File: src/rtl/output_io_pulser.sv
// Avalon-MM output PIO: level register with atomic set/clear, plus a one-shot pulse
// engine that inverts masked bits for PULSE_WIDTH clocks. Optional irq via OUTPIO_PULSE_IRQ_EN.
module output_io_pulser #(
  parameter int                 WIDTH       = 8,
  parameter logic [WIDTH-1:0]   RESET_VALUE = {WIDTH{1'b0}},
  parameter int                 PW_BITS     = 16
) (
  input  logic              clk,
  input  logic              reset_n,
  input  logic [2:0]        address,
  input  logic              chipselect,
  input  logic              write_n,
  input  logic [31:0]       writedata,
  output logic [31:0]       readdata,
  output logic [WIDTH-1:0]  out_port
`ifdef OUTPIO_PULSE_IRQ_EN
  ,
  output logic              irq
`endif
);

  typedef enum logic [0:0] {
    ST_IDLE   = 1'b0,
    ST_ACTIVE = 1'b1
  } state_t;

  localparam logic [2:0]         ADDR_DATA   = 3'd0;
  localparam logic [2:0]         ADDR_PW     = 3'd1;
  localparam logic [2:0]         ADDR_PULSE  = 3'd2;
  localparam logic [2:0]         ADDR_STATUS = 3'd3;
  localparam logic [2:0]         ADDR_SET    = 3'd4;
  localparam logic [2:0]         ADDR_CLR    = 3'd5;
  localparam logic [PW_BITS-1:0] CNT_ONE     = PW_BITS'(1);
  localparam logic [PW_BITS-1:0] CNT_ZERO    = {PW_BITS{1'b0}};
  localparam logic [WIDTH-1:0]   MASK_ZERO   = {WIDTH{1'b0}};

  state_t               state_q, state_d;
  logic [WIDTH-1:0]     data_q, data_d;
  logic [PW_BITS-1:0]   pw_q, pw_d;
  logic [WIDTH-1:0]     mask_q, mask_d;
  logic [PW_BITS-1:0]   cnt_q, cnt_d;
  logic                 done_q, done_d;
  logic                 irq_mask_q, irq_mask_d;
  logic [31:0]          readdata_q, readdata_d;
  logic                 wr_s;
  logic                 busy_s;
  logic [WIDTH-1:0]     wd_mask_s;
  logic                 unused_wd_s;

  assign wr_s        = chipselect & ~write_n;
  assign busy_s      = (state_q == ST_ACTIVE);
  assign wd_mask_s   = writedata[WIDTH-1:0];
  assign unused_wd_s = ^writedata;

  // Register writes, pulse FSM next state and done/irq_mask updates.
  always_comb begin
    state_d    = state_q;
    data_d     = data_q;
    pw_d       = pw_q;
    mask_d     = mask_q;
    cnt_d      = cnt_q;
    done_d     = done_q;
    irq_mask_d = irq_mask_q;

    if (wr_s) begin
      case (address)
        ADDR_DATA:   data_d = wd_mask_s;
        ADDR_PW:     pw_d   = writedata[PW_BITS-1:0];
        ADDR_SET:    data_d = data_q | wd_mask_s;
        ADDR_CLR:    data_d = data_q & ~wd_mask_s;
        ADDR_STATUS: begin
          if (writedata[1]) begin
            done_d = 1'b0;
          end else begin
            done_d = done_q;
          end
`ifdef OUTPIO_PULSE_IRQ_EN
          irq_mask_d = writedata[2];
`else
          irq_mask_d = 1'b0;
`endif
        end
        default: data_d = data_q;
      endcase
    end else begin
      data_d = data_q;
    end

    case (state_q)
      ST_IDLE: begin
        if (wr_s && (address == ADDR_PULSE) && (wd_mask_s != MASK_ZERO)) begin
          state_d = ST_ACTIVE;
          mask_d  = wd_mask_s;
          cnt_d   = (pw_q == CNT_ZERO) ? CNT_ONE : pw_q;
        end else begin
          state_d = ST_IDLE;
        end
      end
      ST_ACTIVE: begin
        // Completion overrides a same-cycle W1C of done.
        if (cnt_q == CNT_ONE) begin
          state_d = ST_IDLE;
          mask_d  = MASK_ZERO;
          cnt_d   = CNT_ZERO;
          done_d  = 1'b1;
        end else begin
          cnt_d   = cnt_q - CNT_ONE;
        end
      end
      default: begin
        state_d = ST_IDLE;
        mask_d  = MASK_ZERO;
        cnt_d   = CNT_ZERO;
      end
    endcase
  end

  // Read mux, sampled every clock regardless of chipselect.
  always_comb begin
    readdata_d = 32'd0;
    case (address)
      ADDR_DATA:   readdata_d[WIDTH-1:0]   = data_q;
      ADDR_PW:     readdata_d[PW_BITS-1:0] = pw_q;
      ADDR_PULSE:  readdata_d[WIDTH-1:0]   = mask_q;
      ADDR_STATUS: readdata_d[2:0]         = {irq_mask_q, done_q, busy_s};
      default:     readdata_d              = 32'd0;
    endcase
  end

  // State and register storage.
  always_ff @(posedge clk or negedge reset_n) begin
    if (!reset_n) begin
      state_q    <= ST_IDLE;
      data_q     <= RESET_VALUE;
      pw_q       <= CNT_ONE;
      mask_q     <= MASK_ZERO;
      cnt_q      <= CNT_ZERO;
      done_q     <= 1'b0;
      irq_mask_q <= 1'b0;
      readdata_q <= 32'd0;
    end else begin
      state_q    <= state_d;
      data_q     <= data_d;
      pw_q       <= pw_d;
      mask_q     <= mask_d;
      cnt_q      <= cnt_d;
      done_q     <= done_d;
      irq_mask_q <= irq_mask_d;
      readdata_q <= readdata_d;
    end
  end

  assign readdata = readdata_q;
  assign out_port = data_q ^ (busy_s ? mask_q : MASK_ZERO);

`ifdef OUTPIO_PULSE_IRQ_EN
  logic irq_q;

  // Interrupt lags done/irq_mask by one clock.
  always_ff @(posedge clk or negedge reset_n) begin
    if (!reset_n) begin
      irq_q <= 1'b0;
    end else begin
      irq_q <= done_q & irq_mask_q;
    end
  end

  assign irq = irq_q;
`endif

endmodule
File: config.mk
export PLATFORM = sky130hd
export DESIGN_NAME = output_io_pulser
export DESIGN_NICKNAME = d
export VERILOG_FILES = /design/src/rtl/output_io_pulser.sv
export SDC_FILE = /design/constraint.sdc
export NUM_CORES = 1
export LEC_CHECK = 0
export ABC_AREA = 1
export BUFFER_PORTS_ARGS = -buffer_cell sky130_fd_sc_hd__buf_2
export CORE_AREA = 2 2 91 111
export CTS_BUF_LIST = sky130_fd_sc_hd__clkbuf_8 sky130_fd_sc_hd__clkbuf_16
export DETAILED_ROUTE_END_ITERATION = 8
export DIE_AREA = 0 0 93 113
export GPL_TIMING_DRIVEN = 0
export PLACE_DENSITY = 0.6
export SYNTH_ARGS = -nofsm -noshare
export SYNTH_HDL_FRONTEND = slang
export SYNTH_SLANG_ARGS = --single-unit
File: constraint.sdc
create_clock -name clk -period 1.95 [get_ports clk]
set_input_delay 0.195 -clock clk [delete_from_list [all_inputs] [get_ports clk]]
set_output_delay 0.195 -clock clk [all_outputs]
set_load 0.005 [all_outputs]
==> results of run 1 <==
## layout make-up
type                       instances  area [um2]
fill                             958        4930
sequential                        66        1650
multi-input combinational        341        1620
inverter                          63         239
buffer                            29         229
clock buffer                       9         225
timing repair buffer              44         223
tap                              123         154
clock inverter                     7        93.8
## routing by layer
| metal | vias up | track usage (%) |
|---|---|---|
| met5 | - | 0 |
| met4 | 0 | 8.92 |
| met1 | 1485 | 21.9 |
| met3 | 17 | 4.39 |
| met2 | 86 | 31.4 |
| li1 | 1650 | - |
## worst register-to-register path: stages (launching register included)
cell and delay (ns):
dfrtp_1 0.35, buf_2 0.26, inv_2 0.24, buf_1 0.51, nand3_1 0.24, nand2_1 0.10, inv_1 0.04, nand2_1 0.05
## cell usage in the layout (no fill, tap or decap)
cell type / Yosys / routed
nand2_1: 129 / 129
dfrtp_1: 65 / 65
nand3_1: 64 / 64
inv_1: 58 / 59
nor2_1: 51 / 51
buf_2: 3 / 46
buf_4: 18 / 19
a21oi_1: 17 / 17
conb_1: 1 / 16
o21ai_0: 13 / 13
xor2_1: 10 / 10
clkbuf_16: 0 / 9
o21ai_1: 8 / 8
o211ai_1: 6 / 6
buf_6: 5 / 5
nand4_1: 5 / 5
nor2_2: 5 / 5
inv_2: 4 / 4
nand2_2: 3 / 3
nor2_8: 2 / 2
nand2_4: 2 / 2
o2111ai_1: 2 / 2
buf_1: 2 / 2
ha_1: 2 / 2
bufinv_16: 0 / 2
inv_4: 1 / 1
nand3_4: 1 / 1
o31ai_1: 1 / 1
nor3_2: 1 / 1
o21ai_2: 1 / 1
buf_8: 1 / 1
o21bai_1: 1 / 1
nand3b_1: 1 / 1
clkinv_2: 0 / 1
clkinvlp_4: 0 / 1
inv_6: 0 / 1
clkinv_4: 0 / 1
dfstp_2: 1 / 1
## sequential cells by signal, indices dropped and copies added (netlist names)
| name | flops |
|---|---|
| cnt_q | 16 |
| busy_s | 1 |
| done_q | 1 |
| mask_q | 8 |
| data_q | 8 |
| pw_q | 16 |
| readdata | 16 |
## cell families after synthesis
logic type | count (synthesis) | synth area share, %
AND/OR/NAND/NOR | 264 | 31.8
buffers and inverters | 93 | 12.8
flip-flops | 66 | 44.8
AO/OA/AOI/OAI | 49 | 7.49
XOR/XNOR | 10 | 2.37
adder cells (fa/ha/maj) | 2 | 0.678
other | 1 | 0.102
## report_power, final
group / switching [mW] / total (mW) / leakage (nW) / internal [mW]
Clock: 0.619 / 1.74 / 0.157 / 1.12
Sequential: 0.0870 / 1.59 / 0.787 / 1.50
Combinational: 0.255 / 0.430 / 1.40 / 0.175
## per-stage QoR
stage                     utilization [%]  std cells
after floorplan                         -        500
after global placement               44.0        667
after detailed placement             44.0        667
after CTS                            47.4        682
after global routing                 47.4        682
final                                47.4        682
## final timing paths
| path | startpoint | to | slack [ns] | depth (start not counted) |
|---|---|---|---|---|
| hold / removal | reset_n | cnt_q[12]$_DFFE_PN0P_ | -0.03 | 1 |
| min in group clk | writedata[10] | pw_q[10]$_DFFE_PN0P_ | 0.10 | 3 |
| setup reg to reg | busy_s$_DFF_PN0_ | cnt_q[13]$_DFFE_PN0P_ | 0.1 | 7 |
| hold reg to reg | mask_q[6]$_DFFE_PN0P_ | mask_q[6]$_DFFE_PN0P_ | 0.49 | 2 |
| setup / recovery | busy_s$_DFF_PN0_ | cnt_q[13]$_DFFE_PN0P_ | 0.1 | 7 |
| max in group asynchronous | reset_n | mask_q[5]$_DFFE_PN0P_ | 1.44 | 1 |
==> summary.txt, run 1 <==
Status
  • Outcome: finished with violations
  • Failing checks: negative hold slack

Yosys
  • Commonest cells post-synth: nand2_1, dfrtp_1, nand3_1, inv_1, nor2_1
  • Synthesized flop and latch total: 66
  • Synth Cell Area: 3690 um2
  • Count leader, synth: nand2_1
  • Main synth FF type: dfrtp_1
  • EDFF count, synth: 0
  • Seq/Total Area, Yosys: 44.8%
  • Synth async-reset ratio: 100%
  • Synth warnings: 0
  • Share of Yosys cell area claimed by the top area cell type: 44.1%
  • Yosys cell types: 33
  • Syn avg cell area: 7.61 um2
  • Yosys top cell by area: dfrtp_1
  • Area contributors post-synth: dfrtp_1, nand2_1, nand3_1
  • Syn Inst Count: 485

Worst setup path
  • Critical path's top delay family: buffers and inverters
  • WP data arrival: 2.12 ns
  • Bufs and invs on worst path: 4
  • CP cell instances: buf_2 > inv_2 > buf_1 > nand3_1 > nand2_1 > inv_1 > nand2_1
  • Startpoint types: flop
  • CP required: 2.22 ns
  • Slowest stage cell on the critical path: buf_1
  • CP peak stage delay: 0.51 ns
  • CP max FO: 17
  • Critical setup path kind: reg -> reg
  • Worst path most repeated cell: nand2_1
  • Setup crit end kind: flop

STA
  • Clock skew: 0.00712 ns
  • Final setup TNS: 0 ns
  • WHS: -0.0303 ns
  • Least-Margin Pin Slew: 0.839 ns
  • Period utilization: 95.1%
  • Min cycle time layout: 1.85 ns
  • Max-slew violation count: 0
  • Final setup fails: 0
  • Highest clock rate: 539 MHz
  • Final worst-path setup slack: 0.0956 ns
  • Slew margin rel.: 44.0%
  • RSZ-0062 raised after global routing: no
  • Final-report hold violation count: 65

Clock tree
  • TritonCTS Buffers: 9
  • Hold buffers post-CTS: 0
  • Resized cells post-CTS: 0
  • CTS tree: yes
  • Root Buffer: clkbuf_16
  • Sink Count: 66
  • Htree depth: 3
  • Postcts setup bufs: 0
  • Clock transition at path regs: 0.06 ns
  • Clock insertion delay at the later pin of the skew report: 0.34 ns
  • Maximum root-to-sink buffer count: 2

Global route
  • Largest net degree at the start of global routing: 67
  • First-pass GRT wire length: 15100 um
  • Tot GR Track Use: 18.5%
  • Vias in the first global route: 3135
  • Antenna violations before repair: 0
  • Total grt overflow: 0

Routing
  • DR top layer: met4
  • Drt pass-1 iters: 4
  • Met2 WL: 4570 um
  • Drt wl/cell: 13.3 um
  • Initial DRC count: 202
  • Post-route DRC: 0
  • Routed Antenna Nets: 0
  • Drt total wl: 9040 um
  • Routed via count: 3238
  • Met1 WL: 3770 um
  • DR WL met3: 426 um
  • Via density: 4.75

Place
  • Place WS: 0.254 ns
  • PortBufs: 44
  • Global placement routability congestion: 0.848
  • Area post-placement: 4130 um2
  • Final HPWL DP: 6660 um

Die
  • Core Area: 9370 um2
  • Row count: 39
  • Die area: 10500 um2
  • IO Count: 79
  • Initial Util: 39.4%
  • Die Wd: 93 um
  • Die Y: 113 um

Layout
  • Final Instance Area: 4440 um2
  • Nets: 595
  • Area Growth Syn to Fin: 20.3%
  • Share of cells above drive strength 1: 19.1%
  • Antenna Cells: 0

Power and ir drop
  • Total power: 3.76 mW
  • Leak: 2.35 nW
  • PD cells: 846 nW/um2
  • Peak supply drop: 507 uV

Hold path
  • Hold crit path type: in -> async

Run
  • Max cap viols: 0
No activity file was read; power rests on OpenSTA's default activity.
==> run 2: changes to the inputs <==
--- a/config.mk
+++ b/config.mk
@@ -5,12 +5,12 @@
 export SDC_FILE = /design/constraint.sdc
 export NUM_CORES = 1
 export LEC_CHECK = 0
-export ABC_AREA = 1
+export ABC_AREA = 0
 export BUFFER_PORTS_ARGS = -buffer_cell sky130_fd_sc_hd__buf_2
-export CORE_AREA = 2 2 91 111
+export CORE_AREA = 2 2 88 107
 export CTS_BUF_LIST = sky130_fd_sc_hd__clkbuf_8 sky130_fd_sc_hd__clkbuf_16
 export DETAILED_ROUTE_END_ITERATION = 8
-export DIE_AREA = 0 0 93 113
+export DIE_AREA = 0 0 90 109
 export GPL_TIMING_DRIVEN = 0
 export PLACE_DENSITY = 0.6
 export SYNTH_ARGS = -nofsm -noshare
==> run 2 against run 1 <==
  * The flow finishes with violations (negative setup slack)
  * Non-clock buffer count up 17
  * Final cell count decreased by 23%
  * Register-to-register slack got worse by 0.26 ns
  * Worst setup slack lost 0.26 ns
  * Clock-buffer cell count unchanged
  * Die area fell by 6.7%
  * Via count shrank 16%
  * Largest cell class is now multi-input gates
  * Largest power group is now registers
==> summary.txt, run 2 <==
Status
  • Outcome: finished with violations
  • Failing checks: negative setup slack

Global route
  • Largest net degree at the start of global routing: 67 (unchanged)
  • GRT met1 Usage: 22.3% (+0.35 points)
  • Antenna violations before repair: 0 (unchanged)
  • Tot GR Track Use: 18.8% (+0.32 points)
  • GRT met2 Usage: 33.0% (+1.5 points)
  • Total grt overflow: 0 (unchanged)
  • First-pass GRT wire length: 14100 um (-6.6%)
  • Most Used Layer, Global Route: met2
  • Vias in the first global route: 2819 (-10%)
  • Grt met3 use: 4.35% (-0.040 points)

Place
  • Area post-placement: 3840 um2 (-6.8%)
  • Final HPWL DP: 5750 um (-14%)
  • Placed insts: 498 (-25%)
  • Global placement routability congestion: 0.803 (-5.3%)
  • PortBufs: 45 (+2.3%)

STA
  • Least-Margin Pin Slew: 0.903 ns (+0.0632 ns)
  • RSZ-0062 raised after global routing: yes
  • Slew margin rel.: 39.7% (-4.3 points)
  • WHS: 0.0625 ns (+0.0928 ns)
  • Final worst-path setup slack: -0.165 ns (-0.260 ns)
  • Final setup TNS: -1.75 ns (-1.75 ns)
  • Clock skew: 0.0121 ns (+0.00497 ns)
  • Highest clock rate: 473 MHz (-12%)
  • Final-report hold violation count: 0 (-100%)
  • Min cycle time layout: 2.11 ns (+0.260 ns)
  • Max-slew violation count: 0 (unchanged)
  • Period utilization: 108% (+13 points)
  • Final setup fails: 15 (+15)

Worst setup path
  • Worst path most repeated cell: buf_6
  • R2R Path Start: cnt_q[4]$_DFFE_PN0P_
  • R2R cell count: 6 (-1)
  • Bufs and invs on worst path: 2 (-2)
  • CP max FO: 6 (-11)
  • Slowest stage cell on the critical path: or4_4
  • Startpoint types: flop
  • CP required: 2.19 ns (-0.03 ns)
  • Critical path's top delay family: compound AO/OA/AOI/OAI gates
  • Critical setup path kind: reg -> reg
  • Flop-to-flop setup slack: -0.16 ns (-0.26 ns)
  • WP data arrival: 2.36 ns (+0.24 ns)
  • Setup crit end kind: flop
  • CP peak stage delay: 0.54 ns (+0.03 ns)
  • CP cell instances: or4_4 > o41ai_4 > buf_6 > buf_6 > o22ai_2 > a211o_1
  • Critical R2R Capture: cnt_q[2]$_DFFE_PN0P_

Layout
  • Share of cells above drive strength 1: 35.5% (+16 points)
  • Antenna Cells: 0 (unchanged)
  • Most frequent cells in the layout: dfrtp_1, buf_2, buf_4, nand2_1, nor2_1
  • Storage cell area: 1660 um2 (+0.38%)
  • Final Instance Area: 4320 um2 (-2.7%)
  • Most common cell after layout, fill and taps aside: dfrtp_1
  • Area Growth Syn to Fin: 26.9%
  • Fin util: 48.9% (+1.5 points)
  • Fill cell count: 856 (-11%)
  • Area of the multi-input gates: 1680 um2 (+3.5%)
  • Nets: 442 (-26%)
  • Non-Filler Instances: 526 (-23%)

Yosys
  • Yosys top cell by area: dfrtp_1
  • Synthesized flop and latch total: 66 (unchanged)
  • Commonest cells post-synth: dfrtp_1, nand2_1, nor2_1, buf_4, mux2_2
  • Share of Yosys cell area claimed by the top area cell type: 47.8% (+3.7 points)
  • Main synth FF type: dfrtp_1
  • Syn Inst Count: 318 (-34%)
  • Count leader, synth: dfrtp_1
  • EDFF count, synth: 0 (unchanged)
  • Seq/Total Area, Yosys: 48.6% (+3.8 points)
  • Synth Cell Area: 3400 um2 (-7.8%)
  • Synth warnings: 0 (unchanged)
  • Synth async-reset ratio: 100% (unchanged)
  • Syn avg cell area: 10.7 um2 (+41%)
  • Yosys cell types: 48 (+45%)
  • Area contributors post-synth: dfrtp_1, mux2_2, buf_4

Clock tree
  • Clock transition at path regs: 0.08 ns (+0.02 ns)
  • Maximum root-to-sink buffer count: 2 (unchanged)
  • Sink Count: 66 (unchanged)
  • Root Buffer: clkbuf_8
  • CTS tree: yes
  • TritonCTS Buffers: 9 (unchanged)
  • Htree depth: 3 (unchanged)
  • Clock insertion delay at the later pin of the skew report: 0.36 ns (+0.02 ns)

Die
  • Die Y: 109 um (-3.5%)
  • Row count: 38 (-2.6%)
  • Die Wd: 90 um (-3.2%)
  • Initial Util: 38.5% (-0.93 points)
  • IO Count: 79 (unchanged)
  • Die area: 9810 um2 (-6.7%)
  • Core Area: 8840 um2 (-5.6%)

Hold path
  • Cells on Worst Hold Path: 2
  • Hold path startpoint: writedata[14]
  • Hold crit path type: in -> reg
  • WHS Endpoint: pw_q[14]$_DFFE_PN0P_

Power and ir drop
  • Leak: 2.01 nW (-14%)
  • PD cells: 825 nW/um2 (-2.4%)
  • Peak supply drop: 450 uV (-11%)

Routing
  • Initial DRC count: 148 (-27%)
  • Drt pass-1 iters: 4 (unchanged)
  • Routed via count: 2734 (-16%)
  • Via density: 5.20 (+9.5%)
  • Drt wl/cell: 16.5 um (+25%)
  • Post-route DRC: 0 (unchanged)
  • Routed Antenna Nets: 0 (unchanged)
  • Drt total wl: 8700 um (-3.7%)

Run
  • Max cap viols: 0 (unchanged)
## run 2: cell types whose count changed after synthesis, moves of 13 or more
cell,before,now
inv_1,58,4
mux2_2,0,17
nand2_1,129,24
nand3_1,64,3
nor2_1,51,20
xnor2_1,0,13
## run 2: worst reg2reg max path: stages (launching register included)
cell and delay, ns:
dfrtp_2 0.41, or4_4 0.54, o41ai_4 0.40, buf_6 0.17
buf_6 0.11, o22ai_2 0.05, a211o_1 0.31
## run 2: logic make-up after synthesis
| kind of cell | Yosys count | share of synthesized area (%) |
|---|---|---|
| buffers and inverters | 37 | 6.47 |
| other | 1 | 0.110 |
| AO/OA/AOI/OAI | 65 | 14.2 |
| multiplexers | 31 | 10.5 |
| adder cells (fa/ha/maj) | 2 | 0.735 |
| flip-flops | 66 | 48.6 |
| AND/OR/NAND/NOR | 102 | 15.9 |
| XOR/XNOR | 14 | 3.60 |
## run 2: routing by layer
layer,vias up,part of all wire [%]
met3,14,3.8
met4,0,2.1
met5,-,0
met1,1351,42
met2,64,52
li1,1305,-
## run 2: worst max path at each step
stage               slack (ns)            startpoint  cells past startpoint                     to
finish                   -0.16  cnt_q[4]$_DFFE_PN0P_                      6   cnt_q[2]$_DFFE_PN0P_
global route             -0.24  cnt_q[4]$_DFFE_PN0P_                      6   cnt_q[2]$_DFFE_PN0P_
CTS                      -0.15  cnt_q[4]$_DFFE_PN0P_                      6   cnt_q[2]$_DFFE_PN0P_
detailed placement       -0.43               write_n                      5   cnt_q[3]$_DFFE_PN0P_
global placement         -0.42               write_n                      5  mask_q[2]$_DFFE_PN0P_
floorplan                -0.09  cnt_q[1]$_DFFE_PN0P_                      7   cnt_q[4]$_DFFE_PN0P_
## run 2: report_power, final
group | total [mW] | internal (mW) | switching [mW]
Combinational | 0.398 | 0.211 | 0.187
Clock | 1.53 | 0.978 | 0.557
Sequential | 1.63 | 1.50 | 0.132
Total | 3.57 | 2.69 | 0.876
## run 2: repair_timing
action / 4_1_cts / 5_1_grt
resized for setup: 28 / 8
endpoints found under the hold margin: 65 / 0
pin swaps: 10 / 2
setup buffers: 16 / 1
endpoints found under the setup margin: 32 / 25
hold buffers: 1 / 0
## run 2: through the flow
step | total power [mW] | worst slack, ns
2_1_floorplan | 1.86 | -0.0866
3_3_place_gp | 2.05 | -0.416
4_1_cts | 3.60 | -0.151
3_5_place_dp | 2.06 | -0.427
5_1_grt | 3.71 | -0.241
6_report | 3.57 | -0.165
## run 2: cell type report
type,count,area share (%)
Multi-Input combinational cell,230,38.9
Sequential cell,66,38.4
Timing Repair Buffer,62,8.63
Buffer,28,4.11
Tap cell,120,3.48
Clock inverter,7,3.27
Clock buffer,9,2.87
Inverter,4,0.348
